--- src/rtl/dmem_sram_bridge_pkg.sv ---
// Shared types and helpers for the data-memory strobe to 16-bit async SRAM bridge.
// The RAISIN64_DMEM_ALIGN_CHECK_EN build uses is_misaligned to reject unaligned accesses.
package dmem_bridge_pkg;

    typedef enum logic [1:0] {
        DW_64 = 2'd0,
        DW_32 = 2'd1,
        DW_16 = 2'd2,
        DW_8  = 2'd3
    } dmem_width_e;

    typedef enum logic [1:0] {
        ST_IDLE = 2'd0,
        ST_BEAT = 2'd1,
        ST_DONE = 2'd2
    } bridge_state_e;

    function automatic logic [2:0] beats_for_width(input dmem_width_e width);
        logic [2:0] beats;
        beats = 3'd1;
        case (width)
            DW_64:   beats = 3'd4;
            DW_32:   beats = 3'd2;
            default: beats = 3'd1;
        endcase
        return beats;
    endfunction

    // Only the low three byte-address bits can make an access misaligned.
    function automatic logic is_misaligned(input logic [2:0] addr, input dmem_width_e width);
        logic mis;
        mis = 1'b0;
        case (width)
            DW_64:   mis = (addr != 3'b000);
            DW_32:   mis = (addr[1:0] != 2'b00);
            DW_16:   mis = addr[0];
            default: mis = 1'b0;
        endcase
        return mis;
    endfunction

endpackage

--- src/rtl/dmem_sram_bridge_if.sv ---
// Pipeline data-memory strobe protocol; the pipeline is master, the memory side is slave.
interface dmem_sram_bridge_if;

    logic [63:0] dmem_addr;
    logic [63:0] dmem_dout;
    logic [1:0]  dmem_write_width;
    logic        dmem_rstrobe;
    logic        dmem_wstrobe;
    logic [63:0] dmem_din;
    logic        dmem_cycle_complete;
    logic        dmem_err;

    modport master (
        output dmem_addr,
        output dmem_dout,
        output dmem_write_width,
        output dmem_rstrobe,
        output dmem_wstrobe,
        input  dmem_din,
        input  dmem_cycle_complete,
        input  dmem_err
    );

    modport slave (
        input  dmem_addr,
        input  dmem_dout,
        input  dmem_write_width,
        input  dmem_rstrobe,
        input  dmem_wstrobe,
        output dmem_din,
        output dmem_cycle_complete,
        output dmem_err
    );

endinterface

--- src/rtl/dmem_sram_bridge.sv ---
// Serves 8/16/32/64-bit dmem strobe accesses from a 16-bit async SRAM as halfword beats.
// Define RAISIN64_DMEM_ALIGN_CHECK_EN to reject misaligned accesses with dmem_err.
//
// state   | meaning
// IDLE    | waiting for dmem_rstrobe / dmem_wstrobe
// BEAT    | driving one SRAM halfword beat for WAIT_STATES+1 cycles
// DONE    | one-cycle dmem_cycle_complete pulse
module dmem_sram_bridge
    import dmem_bridge_pkg::*;
#(
    parameter int ADDR_W      = 18,
    parameter int WAIT_STATES = 1
) (
    input  logic              clk,
    input  logic              rst,
    dmem_sram_bridge_if.slave dmem,
    output logic [ADDR_W-1:0] sram_addr,
    output logic [15:0]       sram_wdata,
    input  logic [15:0]       sram_rdata,
    output logic              sram_ce,
    output logic              sram_oe,
    output logic              sram_we,
    output logic [1:0]        sram_be
);

    localparam logic [3:0] WAIT_INIT = 4'(WAIT_STATES);
    localparam logic       NO_WAIT   = (WAIT_STATES == 0);

    bridge_state_e     state_q, state_d;
    logic [1:0]        beat_q, beat_d;
    logic [3:0]        wait_q, wait_d;
    logic [ADDR_W-1:0] base_q, base_d;
    dmem_width_e       width_q, width_d;
    logic [63:0]       wdata_q, wdata_d;
    logic              lane_q, lane_d;
    logic              write_q, write_d;
    logic [63:0]       din_q, din_d;

    logic              accept;
    logic              misalign;
    dmem_width_e       width_in;
    logic [ADDR_W-1:0] hw_addr_in;
    logic [ADDR_W-1:0] base_in;
    logic              last_wait;
    logic              last_beat;
    logic [2:0]        beats;
    logic              in_beat;

    logic unused_addr_hi;
    assign unused_addr_hi = ^dmem.dmem_addr[63:ADDR_W+1];

    assign width_in   = dmem_width_e'(dmem.dmem_write_width);
    assign hw_addr_in = dmem.dmem_addr[ADDR_W:1];
    assign accept     = (state_q == ST_IDLE) && (dmem.dmem_rstrobe || dmem.dmem_wstrobe);

`ifdef RAISIN64_DMEM_ALIGN_CHECK_EN
    assign misalign = is_misaligned(dmem.dmem_addr[2:0], width_in);
`else
    assign misalign = 1'b0;
`endif

    always_comb begin
        base_in = hw_addr_in;
        case (width_in)
            DW_64:   base_in = {hw_addr_in[ADDR_W-1:2], 2'b00};
            DW_32:   base_in = {hw_addr_in[ADDR_W-1:1], 1'b0};
            default: base_in = hw_addr_in;
        endcase
    end

    assign beats     = beats_for_width(width_q);
    assign last_wait = (wait_q == 4'd0);
    assign last_beat = ({1'b0, beat_q} == (beats - 3'd1));
    assign in_beat   = (state_q == ST_BEAT);

    always_ff @(posedge clk or posedge rst) begin
        if (rst) begin
            state_q <= ST_IDLE;
            beat_q  <= 2'd0;
            wait_q  <= 4'd0;
            base_q  <= '0;
            width_q <= DW_64;
            wdata_q <= 64'd0;
            lane_q  <= 1'b0;
            write_q <= 1'b0;
            din_q   <= 64'd0;
        end else begin
            state_q <= state_d;
            beat_q  <= beat_d;
            wait_q  <= wait_d;
            base_q  <= base_d;
            width_q <= width_d;
            wdata_q <= wdata_d;
            lane_q  <= lane_d;
            write_q <= write_d;
            din_q   <= din_d;
        end
    end

    always_comb begin
        state_d = state_q;
        beat_d  = beat_q;
        wait_d  = wait_q;
        base_d  = base_q;
        width_d = width_q;
        wdata_d = wdata_q;
        lane_d  = lane_q;
        write_d = write_q;
        din_d   = din_q;

        case (state_q)
            ST_IDLE: begin
                if (accept) begin
                    // A store wins when both strobes arrive together.
                    base_d  = base_in;
                    width_d = width_in;
                    wdata_d = dmem.dmem_dout;
                    lane_d  = dmem.dmem_addr[0];
                    write_d = dmem.dmem_wstrobe;
                    beat_d  = 2'd0;
                    wait_d  = WAIT_INIT;
                    if (misalign) begin
                        state_d = ST_DONE;
                    end else begin
                        state_d = ST_BEAT;
                        if (!dmem.dmem_wstrobe) begin
                            din_d = 64'd0;
                        end
                    end
                end
            end
            ST_BEAT: begin
                if (last_wait) begin
                    if (!write_q) begin
                        if (width_q == DW_8) begin
                            din_d = {56'd0, (lane_q ? sram_rdata[15:8] : sram_rdata[7:0])};
                        end else begin
                            din_d[{beat_q, 4'b0000} +: 16] = sram_rdata;
                        end
                    end
                    if (last_beat) begin
                        state_d = ST_DONE;
                        wait_d  = 4'd0;
                        beat_d  = 2'd0;
                    end else begin
                        beat_d = beat_q + 2'd1;
                        wait_d = WAIT_INIT;
                    end
                end else begin
                    wait_d = wait_q - 4'd1;
                end
            end
            ST_DONE: begin
                state_d = ST_IDLE;
            end
            default: begin
                state_d = ST_IDLE;
            end
        endcase
    end

    always_comb begin
        sram_addr  = '0;
        sram_wdata = 16'd0;
        sram_ce    = 1'b0;
        sram_oe    = 1'b0;
        sram_we    = 1'b0;
        sram_be    = 2'b00;
        if (in_beat) begin
            sram_addr = base_q + ADDR_W'(beat_q);
            sram_ce   = 1'b1;
            sram_oe   = !write_q;
            // The last cycle of a beat releases WE so data holds past the write edge.
            sram_we   = write_q && (!last_wait || NO_WAIT);
            if (width_q == DW_8) begin
                sram_be = lane_q ? 2'b10 : 2'b01;
            end else begin
                sram_be = 2'b11;
            end
            if (write_q) begin
                if (width_q == DW_8) begin
                    sram_wdata = {wdata_q[7:0], wdata_q[7:0]};
                end else begin
                    sram_wdata = wdata_q[{beat_q, 4'b0000} +: 16];
                end
            end
        end
    end

    assign dmem.dmem_din            = din_q;
    assign dmem.dmem_cycle_complete = (state_q == ST_DONE);

`ifdef RAISIN64_DMEM_ALIGN_CHECK_EN
    logic err_q;

    always_ff @(posedge clk or posedge rst) begin
        if (rst) begin
            err_q <= 1'b0;
        end else if (accept) begin
            err_q <= misalign;
        end
    end

    assign dmem.dmem_err = err_q && (state_q == ST_DONE);
`else
    assign dmem.dmem_err = 1'b0;
`endif

endmodule

--- src/flat_wrapper.sv ---
// flat-port wrapper written by rule: the top's interface ports become plain ports
module dmem_sram_bridge_flat import dmem_bridge_pkg::*;
#(
    parameter int ADDR_W      = 18,
    parameter int WAIT_STATES = 1
)
  (clk, rst, sram_addr, sram_wdata, sram_rdata, sram_ce, sram_oe, sram_we, sram_be, dmem_dmem_addr, dmem_dmem_dout, dmem_dmem_write_width, dmem_dmem_rstrobe, dmem_dmem_wstrobe, dmem_dmem_din, dmem_dmem_cycle_complete, dmem_dmem_err);
  dmem_sram_bridge_if dmem_i ();
  input  logic clk;
  input  logic rst;
  output logic [ADDR_W-1:0] sram_addr;
  output logic [15:0] sram_wdata;
  input  logic [15:0] sram_rdata;
  output logic sram_ce;
  output logic sram_oe;
  output logic sram_we;
  output logic [1:0] sram_be;
  input wire logic [$bits(dmem_i.dmem_addr)-1:0] dmem_dmem_addr;
  input wire logic [$bits(dmem_i.dmem_dout)-1:0] dmem_dmem_dout;
  input wire logic [$bits(dmem_i.dmem_write_width)-1:0] dmem_dmem_write_width;
  input wire logic [$bits(dmem_i.dmem_rstrobe)-1:0] dmem_dmem_rstrobe;
  input wire logic [$bits(dmem_i.dmem_wstrobe)-1:0] dmem_dmem_wstrobe;
  output wire logic [$bits(dmem_i.dmem_din)-1:0] dmem_dmem_din;
  output wire logic [$bits(dmem_i.dmem_cycle_complete)-1:0] dmem_dmem_cycle_complete;
  output wire logic [$bits(dmem_i.dmem_err)-1:0] dmem_dmem_err;
  assign dmem_i.dmem_addr = dmem_dmem_addr;
  assign dmem_i.dmem_dout = dmem_dmem_dout;
  assign dmem_i.dmem_write_width = dmem_dmem_write_width;
  assign dmem_i.dmem_rstrobe = dmem_dmem_rstrobe;
  assign dmem_i.dmem_wstrobe = dmem_dmem_wstrobe;
  assign dmem_dmem_din = dmem_i.dmem_din;
  assign dmem_dmem_cycle_complete = dmem_i.dmem_cycle_complete;
  assign dmem_dmem_err = dmem_i.dmem_err;
  dmem_sram_bridge #(.ADDR_W(ADDR_W), .WAIT_STATES(WAIT_STATES)) u_core (.clk(clk), .rst(rst), .dmem(dmem_i), .sram_addr(sram_addr), .sram_wdata(sram_wdata), .sram_rdata(sram_rdata), .sram_ce(sram_ce), .sram_oe(sram_oe), .sram_we(sram_we), .sram_be(sram_be));
endmodule
--- config.mk ---
export PLATFORM = sky130hd
export DESIGN_NAME = dmem_sram_bridge_flat
export DESIGN_NICKNAME = d
export VERILOG_FILES = /design/src/rtl/dmem_sram_bridge_pkg.sv /design/src/rtl/dmem_sram_bridge_if.sv /design/src/rtl/dmem_sram_bridge.sv /design/src/flat_wrapper.sv
export SDC_FILE = /design/constraint.sdc
export NUM_CORES = 1
export LEC_CHECK = 0
export ABC_AREA = 0
export CORE_MARGIN = 2
export CORE_UTILIZATION = 50
export CTS_CLUSTER_DIAMETER = 60
export CTS_CLUSTER_SIZE = 20
export DETAILED_ROUTE_END_ITERATION = 6
export PLACE_DENSITY = 0.95
export SLEW_MARGIN = 10
export SYNTH_ARGS = -nofsm -noshare
export SYNTH_HDL_FRONTEND = slang
export SYNTH_SLANG_ARGS = --single-unit
export TNS_END_PERCENT = 1
--- constraint.sdc ---
create_clock -name clk -period 16.9 [get_ports clk]
set_clock_uncertainty 0.15 [all_clocks]
set_input_delay 3.38 -clock clk [delete_from_list [all_inputs] [get_ports clk]]
set_output_delay 3.38 -clock clk [all_outputs]
set_load 0.05 [all_outputs]
Word level (Yosys, flattened, before mapping)
Index checks and enable logic that the tools add are counted.
{"block": "totals", "latch_bits": 0, "inputBits": 150, "wordCells": 75, "mem_bits_rw": 0, "output_inout_bits": 105, "mem_count": 0, "romBits": 0, "reg_bits": 158}
{"block": "op_classes", "bitwise": 0, "n_mul": 0, "muxes": 32, "n_lt_le_gt_ge": 0, "reduce_logical": 15, "div_mod_pow": 0, "n_eq_ne": 11, "addsub": 5, "n_shift": 3}
{"cell": "64-bit two-way mux", "n": 5}
{"cell": "64-bit one-hot mux with 2 select lines", "n": 1}
{"cell": "64-bit bitwise mux", "n": 1}
{"cell": "16-bit by 8-bit variable shift with 64-bit output, first input constant", "n": 1}
{"cell": "16-bit by 8-bit indexed part select with 64-bit output", "n": 1}
{"cell": "64-bit by 7-bit indexed part select with 16-bit output", "n": 1}
{"cell": "16-bit two-way mux", "n": 3}
{"cell": "18-bit by 2-bit adder with 18-bit output", "n": 1}
{"cell": "18-bit two-way mux", "n": 1}
{"cell": "2-bit two-way mux", "n": 9}
{"cell": "2-bit one-hot mux with 2 select lines", "n": 3}
{"cell": "4-bit two-way mux", "n": 2}
{"cell": "8-bit two-way mux", "n": 1}
{"cell": "6-bit negator with 8-bit output", "n": 1}
{"cell": "4-bit one-hot mux with 2 select lines", "n": 1}
{"cell": "2-bit by 1-bit equality test with 1-bit output, second input constant", "n": 3}
{"cell": "2-bit zero test", "n": 3}
{"cell": "2-bit by 1-bit inequality test with 1-bit output, second input constant", "n": 3}
{"cell": "3-bit one-hot mux with 2 select lines", "n": 1}
{"cell": "3-bit AND reduction", "n": 2}
{"cell": "5-bit AND reduction", "n": 1}
{"cell": "2-bit equality test, second input constant", "n": 2}
{"cell": "4-bit zero test", "n": 1}
{"cell": "1-bit two-way mux", "n": 4}
{"cell": "10 further kinds", "n": 14}

Longest topological paths before layout
{"block": "depth", "ltp_word": 7, "depth_mapped": 9, "depth_no_buf": 6}

Worst setup path after synthesis
OpenSTA, ideal clock, no wires.
{"block": "synth_timing", "path_kind": "reg-to-output", "startpoint": "register u_core.state_q[1]", "endpoint": "output sram_addr[9]", "arrival_ps": 2629, "setup_slack_ps": 10741, "required_time_ps": 13370, "path_stages_with_launch": 7, "cell_sequence": "dfrtp_1 > nand2b_4 > buf_6 > clkinv_1 > clkbuf_1 > nand2_1 > o21ai_0"}
{"block": "synth_between", "elab_chain_len": 2}
{"element": "from (decl)", "line_no": "dmem_sram_bridge.sv:29", "source": "bridge_state_e state_q, state_d;"}
{"element": "from (signal assigned)", "line_no": "dmem_sram_bridge.sv:88", "source": "state_q <= state_d;"}
{"element": "2-bit by 1-bit equality test with 1-bit output", "line_no": "dmem_sram_bridge.sv:74", "source": "assign in_beat = (state_q == ST_BEAT);"}
{"element": "18-bit two-way mux", "line_no": "dmem_sram_bridge.sv:169", "source": "if (in_beat) begin"}
{"element": "to (decl)", "line_no": "flat_wrapper.sv:11", "source": "output logic [ADDR_W-1:0] sram_addr;"}
Every way passes these cells.

Worst setup path after layout
{"block": "layout_timing", "startpoint": "register u_core.state_q[1]", "endpoint": "output sram_wdata[3]"}
{"block": "layout_between", "elab_chain_len": 2}
{"element": "2-bit by 1-bit equality test with 1-bit output", "line_no": "dmem_sram_bridge.sv:74"}
{"element": "16-bit two-way mux", "line_no": "dmem_sram_bridge.sv:169"}
{"element": "to (decl)", "line_no": "flat_wrapper.sv:12", "source": "output logic [15:0] sram_wdata;"}
Every way passes these cells.

==> run_results.csv <==
group,metric,value,unit
outcome,outcome,"complete, no violations",
clock_tree,cts_root_buf,"clkbuf_16",
clock_tree,cts-htree-levels,4,
sta,worst_pin_slew,0.9874,ns
critical_path,r2r-start,"u_core.beat_q[0]$_DFFE_PP0P_",
global_routing,antenna_found_initial,0,
logic_synthesis,yosysWarningCount,0,
logic_synthesis,synthDistinctLibCells,53,
logic_synthesis,netlist.area_leader.share,51.36,%
min_path,hold_path_class,"reg -> reg",
drt,dr.pass1.iters,6,
clock_tree,cts_resized,0,
layout,fill_cells,1054,
layout,post-route-util,69.00,%
critical_path,path_cells,"nand2b_4, clkinv_1, nand2_1, a21oi_1, clkdlybuf4s50_1",
die,coreArea,15150,µm²
critical_path,end_kind,"output port",
logic_synthesis,async_reset_ff_share,100.0,%
place,numPortBuffers,208,
layout,fin_nets,1198,
logic_synthesis,synth_nets,1023,
layout,multiInputGateArea,3482,µm²
place,place.gp.congestion,0.8853,
drt,drc,0,
critical_path,regToRegEndpoint,"u_core.dmem.dmem_din[11]$_DFFE_PP0P_",
critical_path,cp.required,13.37,ns
drt,wl_per_cell,17.95,µm
drt,drtIter0Drc,731,
critical_path,crit_type,"reg -> out",
die,dieArea,16410,µm²
sta,slew_violations,0,
place,dpl.hpwl,14860,µm
clock_tree,clock-sinks,158,
sta,rsz0062_at_grt,"no",
layout,stdcell_count,1239,
layout,layout-drive-gt1-share,7.041,%
min_path,min_to,"u_core.wdata_q[45]$_DFFE_PP0P_",
sta,period_minus_slack,6.942,ns
critical_path,cp-start-kind,"register",
drt,via_per_inst,5.731,
logic_synthesis,syn_area,7699,µm²
critical_path,critical_path_arrival,3.41,ns
pwr,ir_worst_vdd,0.1421,mV
critical_path,rrSetupSlack,13.77,ns
die,die_w,128.1,µm
critical_path,worstRegToRegCells,6,
sta,whs,0.3249,ns
logic_synthesis,synth_top_cell_by_area,"dfrtp_1",
sta,fmax,0.1441,GHz
logic_synthesis,synth_cells,863,
sta,finalSetupViolations,0,
die,start_util,50.83,%
sta,slew_headroom,34.17,%
clock_tree,clock_path_buffers,2,
clock_tree,cts_tree,"built",
pwr,power_density,209.9,nW/µm²
layout,seq_area,3954,µm²
global_routing,grtUsageTotal,28.05,%
sta,hold_viol,0,
layout,area_delta_synth_final,35.76,%
layout,final_common_cell,"nand2_1",
global_routing,grt_pass1_wl,35540,µm
logic_synthesis,synth_seq_area_share,51.36,%
drt,ant_nets,0,
sta,fin_tns_setup,0,ns
min_path,hold_start,"u_core.wdata_q[45]$_DFFE_PP0P_",
logic_synthesis,synth-edff-count,0,
logic_synthesis,ys_seq_elements,158,
critical_path,cpPeakStageDelay,0.76,ns
logic_synthesis,ys_top_cells_by_area,"dfrtp_1 (51%), nand2_1 (17%), o21ai_0 (6.8%)",
die,chipHeight,128.1,µm
die,io_pins,255,
sta,timing.final.crit_share,41.08,%
place,placed_cells,1207,
layout,n_antenna_cell,0,
clock_tree,clk_pin_slew,0.07,ns
global_routing,overflow,0,
pwr,leakagePower,4.611,nW
job,cap_violations,0,
die,std_cell_rows,45,
global_routing,grt_pass1_vias,6946,
global_routing,grt_max_degree,93,
min_path,min_path_cells,2,
clock_tree,cts_setup_buffers,0,
clock_tree,cts_buffers,17,
clock_tree,clkLatencyLatePin,0.43,ns
critical_path,critical_path.slowest_cell,"clkdlybuf4s50_1",
drt,wirelength,22240,µm
drt,num_vias,7101,
logic_synthesis,syn_area_per_cell,8.921,µm²
critical_path,critPathMaxFanout,30,
clock_tree,cts_hold_buffers,0,
logic_synthesis,ys.flop_type,"dfrtp_1",
layout,final_cell_mix,"nand2_1 (344), clkdlybuf4s50_1 (208), dfrtp_1 (158), o21ai_0 (105), o31ai_1 (23)",
power breakdown:
part / leakage, nW / switching (mW) / total [mW] / internal (mW)
registers: 2.04 / 0.120 / 0.657 / 0.536
clock network: 0.291 / 0.169 / 0.396 / 0.227
logic: 2.28 / 0.768 / 1.14 / 0.373
cell usage after synthesis, types with 3 or more instances:
cell type	instances
nand4_1	7
nor4_4	3
o21ai_0	105
mux2i_1	11
nand3_1	10
dfrtp_1	158
clkbuf_1	40
nand2_1	344
xnor2_1	3
xor2_1	9
or3_1	3
o21ai_1	9
buf_2	8
a21oi_1	21
nor3_1	6
buf_6	4
nor3_2	3
mux4_2	16
nor2_1	20
and4_1	3
inv_1	7
o31ai_1	23
buf_1	5
and2_1	4
ha_1	9
metrics by stage:
stage / power, mW / worst slack, ns / instance area [µm²]
6_report: 2.194 / 9.958 / 10450
3_5_place_dp: 1.790 / 10.37 / 9841
3_3_place_gp: 1.754 / 10.39 / 9841
2_1_floorplan: 1.423 / 9.107 / 7699
4_1_cts: 2.196 / 9.861 / 10450
5_1_grt: 2.314 / 9.702 / 10450
worst max-delay path by stage:
| stage | to | cells past startpoint | slack [ns] | start |
|---|---|---|---|---|
| 2_1_floorplan | u_core.base_q[0]$_DFFE_PP0P_ | 1 | 9.11 | rst |
| 3_3_place_gp | sram_wdata[3] | 5 | 10.39 | u_core.state_q[1]$_DFFE_PP0P_ |
| 3_5_place_dp | sram_wdata[5] | 5 | 10.37 | u_core.state_q[1]$_DFFE_PP0P_ |
| 4_1_cts | sram_wdata[5] | 5 | 9.86 | u_core.state_q[1]$_DFFE_PP0P_ |
| 5_1_grt | sram_wdata[5] | 5 | 9.70 | u_core.state_q[1]$_DFFE_PP0P_ |
| 6_report | sram_wdata[3] | 5 | 9.96 | u_core.state_q[1]$_DFFE_PP0P_ |
routing by layer:
layer  part of all wire [%]  GRT usage [%]  vias to the layer above
li1                       -              -                     3246
met1                     38          34.03                     3357
met2                     49          46.46                      423
met3                    9.6          7.554                       75
met4                    4.3          13.90                        0
met5                      0              0                        -
critical path: cells and delay by family (launching register included):
kind	cells	cell delay [ns]
AO/OA/AOI/OAI	1	0.15
buffers and inverters	2	1.30
flip-flops	1	0.39
AND/OR/NAND/NOR	2	1.11
layout make-up:
class,count,area share [%]
Sequential cell,158,37.83
Multi-Input combinational cell,638,33.32
Timing Repair Buffer,215,20.42
Clock buffer,18,4.202
Tap cell,188,2.251
Clock inverter,14,1.640
Inverter,8,0.3352
cell families (layout without fill, tap and decap cells):
group,after synthesis,count (layout),share of synthesized area (%)
adders and majority gates,10,10,1.723
DFF,158,158,51.36
other,1,1,0.04871
muxes,27,27,6.111
buffers and inverters,67,255,3.884
xor gates and xnor gates,12,12,1.365
and+or+nand+nor,419,419,23.19
AOI/OAI and AO/OA,169,169,12.32
flip-flops by register name, indices dropped and copies added (netlist names):
name                  cells
u_core.wait_q             4
u_core.lane_q             1
u_core.write_q            1
u_core.width_q            2
u_core.base_q            18
u_core.wdata_q           64
u_core.beat_q             2
u_core.state_q            2
u_core.dmem.dmem_din     64
(Power assumes the default switching activity.)
